$ cat config.mk
export PLATFORM = sky130hd
export DESIGN_NAME = pcie_class_router
export DESIGN_NICKNAME = d
export VERILOG_FILES = /design/src/rtl/pcie_class_router_pkg.sv /design/src/rtl/pcie_class_router_fifo_param.sv /design/src/rtl/pcie_class_router.sv
export SDC_FILE = /design/constraint.sdc
export NUM_CORES = 1
export LEC_CHECK = 0
export BUFFER_PORTS_ARGS = -buffer_cell sky130_fd_sc_hd__buf_2
export CAP_MARGIN = 10
export CORE_AREA = 8 8 203 244
export DETAILED_ROUTE_END_ITERATION = 6
export DIE_AREA = 0 0 211 252
export HOLD_SLACK_MARGIN = 0.08
export PLACE_DENSITY = 0.66
export SLEW_MARGIN = 20
export SYNTH_ARGS = -nofsm -noshare
export SYNTH_HDL_FRONTEND = slang
export SYNTH_SLANG_ARGS = --single-unit
$ cat constraint.sdc
create_clock -name clk -period 5.4 [get_ports clk]
set_input_delay 0.27 -clock clk [delete_from_list [all_inputs] [get_ports clk]]
set_output_delay 0.27 -clock clk [all_outputs]
set_load 0.01 [all_outputs]
$ cat src/rtl/pcie_class_router_pkg.sv
// Shared defaults and derived widths for the class router and its FIFOs.
package pcie_class_router_pkg;

  localparam int unsigned DEF_DATA_W = 12;
  localparam int unsigned DEF_NUM_CH = 4;
  localparam int unsigned DEF_DEPTH  = 8;
  localparam int unsigned DEF_AF_LVL = DEF_DEPTH - 2;
  localparam int unsigned DEF_AE_LVL = 1;
  localparam int unsigned DEF_CNT_W  = 5;

  localparam int unsigned CH_W  = $clog2(DEF_NUM_CH);
  localparam int unsigned PTR_W = $clog2(DEF_DEPTH);

  // Error vector layout: one bit per channel FIFO, input FIFO on top.
  localparam int unsigned ERR_CH0_IDX = 0;
  localparam int unsigned ERR_IN_IDX  = DEF_NUM_CH;

endpackage

$ cat src/rtl/pcie_class_router_fifo_param.sv
// First-word-fall-through FIFO with programmable almost-full/empty levels
// and a sticky overflow/underflow error flag.
module fifo_param
  import pcie_class_router_pkg::*;
#(
  parameter int unsigned DATA_W = DEF_DATA_W,
  parameter int unsigned DEPTH  = DEF_DEPTH,
  parameter int unsigned AF_LVL = DEPTH - 2,
  parameter int unsigned AE_LVL = 1
) (
  input  logic              clk_i,
  input  logic              rst_ni,
  input  logic              push_i,
  input  logic              pop_i,
  input  logic [DATA_W-1:0] data_i,
  output logic [DATA_W-1:0] data_o,
  output logic              full_o,
  output logic              afull_o,
  output logic              empty_o,
  output logic              aempty_o,
  output logic              err_o
);

  localparam int unsigned PW = $clog2(DEPTH);
  localparam int unsigned OW = PW + 1;

  logic [DATA_W-1:0] mem_q [DEPTH];
  logic [PW-1:0]     wr_ptr_q, wr_ptr_d;
  logic [PW-1:0]     rd_ptr_q, rd_ptr_d;
  logic [OW-1:0]     occ_q, occ_d;
  logic              err_q, err_d;
  logic              do_push, do_pop;

  assign full_o   = (occ_q == OW'(DEPTH));
  assign empty_o  = (occ_q == '0);
  assign afull_o  = (occ_q >= OW'(AF_LVL));
  assign aempty_o = (occ_q <= OW'(AE_LVL));
  assign err_o    = err_q;
  assign data_o   = mem_q[rd_ptr_q];

  // Push is judged against full and pop against empty, both from the
  // current occupancy, so push+pop on empty and on full resolve correctly.
  always_comb begin
    do_push  = push_i && !full_o;
    do_pop   = pop_i && !empty_o;
    wr_ptr_d = wr_ptr_q + PW'(do_push);
    rd_ptr_d = rd_ptr_q + PW'(do_pop);
    occ_d    = occ_q + OW'(do_push) - OW'(do_pop);
    err_d    = err_q | (push_i & full_o) | (pop_i & empty_o);
  end

  always_ff @(posedge clk_i or negedge rst_ni) begin
    if (!rst_ni) begin
      wr_ptr_q <= '0;
      rd_ptr_q <= '0;
      occ_q    <= '0;
      err_q    <= 1'b0;
    end else begin
      wr_ptr_q <= wr_ptr_d;
      rd_ptr_q <= rd_ptr_d;
      occ_q    <= occ_d;
      err_q    <= err_d;
    end
  end

  always_ff @(posedge clk_i) begin
    if (do_push) mem_q[wr_ptr_q] <= data_i;
  end

endmodule

$ cat src/rtl/pcie_class_router.sv
// Routes words from one input FIFO to per-class channel FIFOs in order,
// with per-channel pop counters readable through a req/idx port.
module pcie_class_router
  import pcie_class_router_pkg::*;
#(
  parameter int unsigned DATA_W = DEF_DATA_W,
  parameter int unsigned NUM_CH = DEF_NUM_CH,
  parameter int unsigned DEPTH  = DEF_DEPTH,
  parameter int unsigned AF_LVL = DEPTH - 2,
  parameter int unsigned AE_LVL = DEF_AE_LVL,
  parameter int unsigned CNT_W  = DEF_CNT_W
) (
  input  logic                       clk,
  input  logic                       reset,
  input  logic                       push_in,
  input  logic [DATA_W-1:0]          data_in,
  output logic                       full_in,
  output logic                       almost_full_in,
  input  logic [NUM_CH-1:0]          pop,
  output logic [NUM_CH*DATA_W-1:0]   data_out,
  output logic [NUM_CH-1:0]          empty,
  output logic [NUM_CH-1:0]          almost_empty,
  output logic [NUM_CH:0]            error,
  input  logic                       req,
  input  logic [$clog2(NUM_CH)-1:0]  idx,
  output logic [CNT_W-1:0]           cnt_data,
  output logic                       cnt_valid,
  output logic                       idle
);

  localparam int unsigned CHW = $clog2(NUM_CH);
  localparam int unsigned NF  = NUM_CH + 1;

  logic [NF-1:0]     f_push, f_pop, f_full, f_afull, f_empty, f_aempty, f_err;
  logic [DATA_W-1:0] f_wdata [NF];
  logic [DATA_W-1:0] f_rdata [NF];

  logic [DATA_W-1:0] head;
  logic [CHW-1:0]    head_cls;
  logic              fwd;

  logic [CNT_W-1:0]  cnt_q [NUM_CH];
  logic [CNT_W-1:0]  cnt_d [NUM_CH];
  logic [CNT_W-1:0]  cnt_data_q, cnt_data_d;
  logic              cnt_valid_q, cnt_valid_d;
  logic              unused_flags;

  assign head     = f_rdata[NUM_CH];
  assign head_cls = head[DATA_W-1 -: CHW];
  assign fwd      = !f_empty[NUM_CH] && !f_afull[head_cls];
  assign f_pop    = {fwd, pop};

  always_comb begin
    f_push = '0;
    for (int unsigned c = 0; c < NUM_CH; c++) begin
      f_push[c]  = fwd && (head_cls == CHW'(c));
      f_wdata[c] = head;
    end
    f_push[NUM_CH]  = push_in;
    f_wdata[NUM_CH] = data_in;
  end

  // Instance NUM_CH is the input FIFO; 0..NUM_CH-1 are the channels.
  for (genvar i = 0; i < NF; i++) begin : g_fifo
    fifo_param #(
      .DATA_W (DATA_W),
      .DEPTH  (DEPTH),
      .AF_LVL (AF_LVL),
      .AE_LVL (AE_LVL)
    ) u_fifo (
      .clk_i    (clk),
      .rst_ni   (reset),
      .push_i   (f_push[i]),
      .pop_i    (f_pop[i]),
      .data_i   (f_wdata[i]),
      .data_o   (f_rdata[i]),
      .full_o   (f_full[i]),
      .afull_o  (f_afull[i]),
      .empty_o  (f_empty[i]),
      .aempty_o (f_aempty[i]),
      .err_o    (f_err[i])
    );
  end

  for (genvar c = 0; c < NUM_CH; c++) begin : g_out
    assign data_out[c*DATA_W +: DATA_W] = f_rdata[c];
  end

  assign full_in        = f_full[NUM_CH];
  assign almost_full_in = f_afull[NUM_CH];
  assign empty          = f_empty[NUM_CH-1:0];
  assign almost_empty   = f_aempty[NUM_CH-1:0];
  assign error          = f_err;
  assign idle           = &f_empty;
  // Channel full never rises while the almost_full gate holds the forwarder.
  assign unused_flags   = ^{f_aempty[NUM_CH], f_full[NUM_CH-1:0]};

  // Readout samples cnt_q before this edge's increment.
  always_comb begin
    for (int unsigned c = 0; c < NUM_CH; c++) begin
      cnt_d[c] = cnt_q[c] + CNT_W'(pop[c] & ~f_empty[c]);
    end
    cnt_data_d  = req ? cnt_q[idx] : cnt_data_q;
    cnt_valid_d = req;
  end

  always_ff @(posedge clk or negedge reset) begin
    if (!reset) begin
      for (int unsigned c = 0; c < NUM_CH; c++) cnt_q[c] <= '0;
      cnt_data_q  <= '0;
      cnt_valid_q <= 1'b0;
    end else begin
      for (int unsigned c = 0; c < NUM_CH; c++) cnt_q[c] <= cnt_d[c];
      cnt_data_q  <= cnt_data_d;
      cnt_valid_q <= cnt_valid_d;
    end
  end

  assign cnt_data  = cnt_data_q;
  assign cnt_valid = cnt_valid_q;

endmodule

==> key figures, run 1 <==
Critical path
  • Worst path bufs/invs: 0
  • Req. time, crit path: 5.62 ns
  • Worst Setup End Kind: register
  • Critical path's slowest cell: mux4_2
  • Crit path arrival time: 4.19 ns
  • Largest stage delay, worst path: 0.80 ns
  • CP delay by family, top: simple AND/OR/NAND/NOR gates
  • CP startpoint kind: register
  • Worst R2R Start: g_fifo[4].u_fifo.rd_ptr_q[0]$_DFF_PN0_
  • CP max FO: 36
  • Origin of the worst setup path: g_fifo[4].u_fifo.rd_ptr_q[0]$_DFF_PN0_
  • Crit path kind: register to register
  • Critical-path cell list: mux2_1 > mux4_2 > nand2b_4 > or3_1 > nor4b_4

Logic synthesis
  • Synth Flop Type: edfxtp_1
  • Register area share after synthesis: 0.733
  • Post-synthesis cell type count: 44
  • Synthesized flop and latch total: 561
  • Async S/R FF share, synth: 0.144
  • Cells after Synth: 1082
  • Yosys warnings: 0
  • Synth Cell Area: 22400 sq um
  • Avg Inst Size Synth: 20.7 sq um
  • Post-synth EDFFs: 480
  • Post-Syn Nets: 1175

Layout
  • Layout cell share with drive strength beyond 1: 0.328
  • Most common cell after layout, fill and taps aside: edfxtp_1
  • Area growth, synth to finish: 14.1%
  • Layout net count: 1321
  • Most frequent cells in the layout: edfxtp_1, mux4_2, buf_2, dfrtp_1, ha_1
  • Register Area: 16400 sq um
  • Fillers: 3413
  • Multi-input logic area: 5690 sq um
  • Design Area, Final: 25600 sq um

Hold path
  • Hold path startpoint: idx[1]
  • Hold/Removal Path Class: primary input to register

Detailed routing
  • Detail Route Antenna Nets: 0
  • Top sig layer: met4
  • Drt first pass iters: 4
  • DR vias/cell: 5.45
  • Metal3 WL: 2220 um
  • DRC violations left: 0
  • Total Routed Length: 43300 um
  • Metal2 WL: 22100 um
  • Post-Route M1 WL: 18000 um
  • Vias: 10295
  • Drt wl/cell: 22.9 um
  • Initial DRC count: 585

Power
  • Worst VDD drop: 0.396 mV
  • Pleak: 8.99 nW
  • Pwr dens: 598 nW/um^2

STA
  • Final Setup Violations: 0
  • Max-slew violation count: 0
  • Min cycle time layout: 3.96 ns
  • Hold Violations, Final: 0
  • Final period utilization: 0.734
  • RSZ-0062 raised after global routing: no
  • Max Clock Freq: 252 MHz
  • Worst Clk Skew: 0.0201 ns
  • Slew headroom: 0.284
  • Measured slew at the worst slew-check pin: 1.07 ns
  • Setup TNS: 0 ns

Global routing
  • Vias in the first global route: 11123
  • Total grt overflow: 0
  • First-pass GRT wire length: 66000 um
  • Largest net degree at the start of global routing: 71
  • GRT Total Usage: 0.164
  • Antenna violations before repair: 1

Clocking
  • CTS tree: yes
  • Clk slew on worst S/H paths: 0.06 ns
  • Worst-skew pair later-pin latency: 0.59 ns
  • Num CTS Buffers: 53
  • Root buffer cell: clkbuf_16
  • Setup repair bufs after CTS: 0
  • CTS Sinks: 561
  • Clock tree buffer depth: 3
  • CTS H-tree lvls: 2

Floorplan
  • Die W: 211 um
  • Die area: 53200 sq um
  • Initial Util: 0.493
  • Cell Rows: 86
  • Num ports: 92
  • Area of the core: 45500 sq um
  • Die height: 252 um

Outcome
  • Status: completed

Placed design
  • Post-DP HPWL: 26300 um
  • GPL Wtd Cong: 0.794
  • Port Buf Inserts: 91
  • Placed cell area: 23800 sq um

Run
  • Max capacitance violation total: 0
==> where the power goes <==
| part | leakage, nW | switching [mW] | internal [mW] |
|---|---|---|---|
| sequential | 5.27 | 0.692 | 6.20 |
| combinational | 2.93 | 2.83 | 2.09 |
| clock | 0.792 | 1.56 | 1.93 |
==> cell families after synthesis <==
family	count (synthesis)	share of synthesized area
flip-flops	561	0.733
multiplexers	193	0.158
AND/OR/NAND/NOR	100	0.0281
buffers and inverters	94	0.0184
adder cells (fa/ha/maj)	71	0.0413
XOR/XNOR	32	0.0125
AO/OA/AOI/OAI	31	0.00903
==> sequential cells by signal, indices dropped and copies added (netlist names) <==
name and count:
g_fifo.u_fifo.rd_ptr_q 15, cnt_data 5, cnt_q 20, g_fifo.u_fifo.err_o 5, g_fifo.u_fifo.occ_q 20, g_fifo.u_fifo.wr_ptr_q 15
cnt_valid 1, g_fifo.u_fifo.mem_q 480
==> layer usage <==
layer | up-vias | GRT usage
met2 | 239 | 0.281
met1 | 5362 | 0.211
met4 | 0 | 0.0464
met5 | - | 0
met3 | 67 | 0.0329
li1 | 4627 | -
==> stage by stage <==
step                      power, mW  hold slack, ns  instances  utilization  setup WS (ns)
final                          15.3           0.207       1889        0.563           1.44
after global routing           16.1           0.215       1889        0.563           1.22
after CTS                      15.5           0.186       1888        0.562           1.38
after detailed placement       12.0           0.117       1769        0.522           1.38
after global placement         11.9           0.115       1769        0.522           1.50
after floorplan                10.1         -0.0256       1082            -           1.56
==> final timing paths <==
path / endpoint / slack [ns] / cells after the start
worst max register to register: g_fifo[1].u_fifo.mem_q[2][2]$_DFFE_PP_ / 1.44 / 5
worst min-delay path: cnt_data[0]$_DFFE_PN0P_ / 0.21 / 3
worst min register to register: g_fifo[4].u_fifo.err_o$_DFF_PN0_ / 0.46 / 1
max in group asynchronous: g_fifo[0].u_fifo.rd_ptr_q[1]$_DFF_PN0_ / 4.26 / 3
worst max-delay path: g_fifo[1].u_fifo.mem_q[2][2]$_DFFE_PP_ / 1.44 / 5
min in group asynchronous: cnt_q[3]$_DFF_PN0_ / 0.47 / 3
==> final cells by class <==
cell class	count	area share
repair buffers	146	0.0360
inverters	39	0.00572
clock buffers	68	0.0544
diodes	1	0.0000977
clock inverters	31	0.00938
flip-flops and latches	561	0.642
multi-input cells	427	0.222
well taps	616	0.0301
==> what timing repair did <==
action,CTS,global route
hold buffers,20,0
hold endpoints to repair,119,0
resized for setup,0,0
endpoints found under the setup margin,0,0
==> synth_stat cells, types with 2 or more instances <==
cell type / instances / area (sq um)
nor4b_1: 6 / 52.6
fa_1: 5 / 100
mux2_2: 64 / 721
mux4_2: 122 / 2750
a221o_1: 4 / 40.0
mux2i_1: 3 / 30.0
xnor2_1: 11 / 96.3
clkbuf_1: 22 / 82.6
nor3_1: 7 / 35.0
dfrtp_1: 81 / 2030
a21oi_1: 15 / 75.1
buf_4: 14 / 105
nand4_1: 2 / 12.5
and2_1: 3 / 18.8
and3_1: 7 / 43.8
nor4b_2: 2 / 30.0
nor4_1: 3 / 18.8
inv_1: 38 / 143
edfxtp_1: 480 / 14400
nand2_1: 12 / 45.0
nand2b_1: 3 / 18.8
nor2b_1: 8 / 50.1
or3_1: 2 / 12.5
mux2_1: 4 / 45.0
and4b_1: 6 / 60.1
nor2_1: 16 / 60.1
o21ai_0: 2 / 10.0
a21o_1: 7 / 52.6
nor4bb_1: 2 / 20.0
buf_1: 18 / 67.6
nand3_1: 15 / 75.1
xor2_1: 21 / 184
ha_1: 66 / 826
==> worst register-to-register path: stages (launching register included) <==
cell and delay, ns:
dfrtp_1 0.71, mux2_1 0.38, mux4_2 0.80, nand2b_4 0.30, or3_1 0.60, nor4b_4 0.80
(Power assumes the default switching activity.)
==> inputs of run 2 (changes only) <==
- PLACE_DENSITY: 0.66 -> 0.69
- clock period: 5.4 -> 3.2 ns (I/O delays scaled with it)
==> key figures, run 2 (synthesis results as in run 1) <==
Outcome
  • Status: completed

Critical path
  • CP max FO: 7
  • Worst R2R Start: g_fifo[4].u_fifo.rd_ptr_q[0]$_DFF_PN0_
  • RR Endpoint: g_fifo[4].u_fifo.occ_q[2]$_DFF_PN0_
  • Flop2flop setup slack: 0.20 ns
  • Req. time, crit path: 3.68 ns
  • Crit path arrival time: 3.48 ns
  • Crit path kind: register to register
  • CP startpoint kind: register
  • R2R depth: 12
  • Worst Setup End Kind: register

Placed design
  • Inst Count DP: 1800
  • Place WS: -0.0288 ns
  • Post-DP HPWL: 26600 um
  • GPL Wtd Cong: 0.787
  • Port Buf Inserts: 91

Power
  • Pleak: 9.26 nW
  • Total power: 26.5 mW
  • Combinational cell fraction of total power: 0.326
  • Clock network fraction of total power: 0.244
  • Internal Pwr Total: 18.0 mW
  • Worst VDD drop: 0.624 mV
  • Pwr dens: 1010 nW/um^2
  • Switching power: 8.49 mW
  • Share of power burned in registers: 0.429
  • Sw Ratio: 0.320

Global routing
  • Largest net degree at the start of global routing: 57
  • Antenna violations before repair: 2
  • Vias in the first global route: 11350
  • GRT Total Usage: 0.164
  • Total grt overflow: 0
  • First-pass GRT wire length: 66500 um

Clocking
  • CTS H-tree lvls: 2
  • Clk slew on worst S/H paths: 0.06 ns
  • Worst-skew pair later-pin latency: 0.60 ns
  • Num CTS Buffers: 53
  • CTS tree: yes
  • Root buffer cell: clkbuf_16
  • Clock tree buffer depth: 3
  • CTS Sinks: 561

Floorplan
  • Num ports: 92
  • Die W: 211 um
  • Cell Rows: 86
  • Area of the core: 45500 sq um
  • Die area: 53200 sq um
  • Initial Util: 0.493
  • Die height: 252 um

Detailed routing
  • Total Routed Length: 42500 um
  • DRC violations left: 0
  • Drt wl/cell: 22.2 um
  • DR vias/cell: 5.43
  • Detail Route Antenna Nets: 0
  • Vias: 10406
  • Drt first pass iters: 4
  • Initial DRC count: 614

Hold path
  • Hold/Removal Path Class: primary input to register
  • Hold EP: cnt_data[4]$_DFFE_PN0P_
  • Worst Hold Depth: 3
  • Hold path startpoint: idx[0]

Layout
  • Regs by FF count: g_fifo.u_fifo.mem_q x480, cnt_q x20, g_fifo.u_fifo.occ_q x20
  • Final non-filler cell total: 1918
  • Finished Core Util: 0.574
  • Most common cell after layout, fill and taps aside: edfxtp_1
  • Area growth, synth to finish: 16.5%
  • Layout net count: 1351
  • Max reg flops: 480
  • Fillers: 3377
  • Most frequent cells in the layout: edfxtp_1, mux4_2, buf_2, dfrtp_1, ha_1
  • Largest Register: g_fifo.u_fifo.mem_q
  • Layout cell share with drive strength beyond 1: 0.346

STA
  • Final period utilization: 0.938
  • Min cycle time layout: 3.00 ns
  • Final Setup Violations: 0
  • Setup TNS: 0 ns
  • Hold Violations, Final: 0
  • Slew headroom: 0.469
  • Max Clock Freq: 333 MHz
  • Max-slew violation count: 0
  • Worst setup margin: 0.200 ns
  • RSZ-0062 raised after global routing: no
  • Measured slew at the worst slew-check pin: 0.796 ns
  • Worst Clk Skew: 0.0229 ns

Run
  • Max capacitance violation total: 0
## run 2: cell types whose count changed in the layout (fill, tap and decap cells not counted), moves of 6 or more
cell       previous run  this run
clkbuf_1             14         6
clkinv_2             10         3
buf_12                0         7
bufinv_16             2         8
buf_4                36        60
## run 2: worst max path at each step
stage | endpoint | depth (start not counted) | start
final | g_fifo[4].u_fifo.occ_q[2]$_DFF_PN0_ | 12 | g_fifo[4].u_fifo.rd_ptr_q[0]$_DFF_PN0_
after global routing | g_fifo[4].u_fifo.occ_q[2]$_DFF_PN0_ | 12 | g_fifo[4].u_fifo.rd_ptr_q[0]$_DFF_PN0_
after CTS | g_fifo[4].u_fifo.occ_q[2]$_DFF_PN0_ | 12 | g_fifo[4].u_fifo.rd_ptr_q[0]$_DFF_PN0_
after detailed placement | g_fifo[4].u_fifo.occ_q[2]$_DFF_PN0_ | 12 | g_fifo[4].u_fifo.rd_ptr_q[0]$_DFF_PN0_
after global placement | g_fifo[4].u_fifo.occ_q[1]$_DFF_PN0_ | 12 | g_fifo[4].u_fifo.rd_ptr_q[0]$_DFF_PN0_
after floorplan | g_fifo[3].u_fifo.mem_q[4][0]$_DFFE_PP_ | 7 | g_fifo[4].u_fifo.rd_ptr_q[0]$_DFF_PN0_
## run 2: area by class of cell
| type | instances | area, sq um | area share |
|---|---|---|---|
| clock buffers | 64 | 1430 | 0.0547 |
| multi-input cells | 427 | 5730 | 0.219 |
| flip-flops and latches | 561 | 16400 | 0.629 |
| clock inverters | 34 | 398 | 0.0152 |
| repair buffers | 176 | 1230 | 0.0471 |
| inverters | 39 | 146 | 0.00560 |
| well taps | 616 | 771 | 0.0295 |
| diodes | 1 | 2.50 | 0.0000957 |
## run 2: timing repair
| action | in CTS | in global routing |
|---|---|---|
| gates resized for setup | 1 | 2 |
| buffers inserted | 0 | 0 |
| endpoints found under the hold margin | 163 | 0 |
| setup endpoints to repair | 2 | 3 |
| hold buffers | 19 | 0 |
## run 2: routing by layer
metal / wire, um / GRT usage / vias up / part of all wire
met5: 0 / 0 / - / 0
met4: 1230 / 0.0627 / 0 / 0.029
met3: 1720 / 0.0273 / 69 / 0.040
met2: 21600 / 0.281 / 195 / 0.51
met1: 17900 / 0.210 / 5463 / 0.42
li1: - / - / 4679 / -
## run 2: worst max-delay path, stage by stage, from the launching register on
cell and delay, ns:
dfrtp_2 0.43, buf_4 0.18, mux2_2 0.35, a2bb2oi_1 0.19, a221o_1 0.40, a21o_1 0.20, o21ai_2 0.08, ha_1 0.26
inv_1 0.06, ha_1 0.16, inv_1 0.06, fa_1 0.38, xnor2_1 0.14
## run 2: power groups by stage
stage          Sequential [mW]  Combinational, mW  Clock [mW]
2_1_floorplan             11.1               5.99           0
3_3_place_gp              11.5               8.57           0
3_5_place_dp              11.5               8.85           0
4_1_cts                   11.4               8.91        6.63
5_1_grt                   11.5               9.52        6.91
6_report                  11.4               8.65        6.48
## run 2: stage by stage
step / instance area [sq um] / hold WS (ns)
after floorplan: 22500 / -0.136
after global placement: 24100 / 0.274
after detailed placement: 24100 / 0.276
after CTS: 26100 / 0.0849
after global routing: 26100 / 0.114
final: 26100 / 0.118
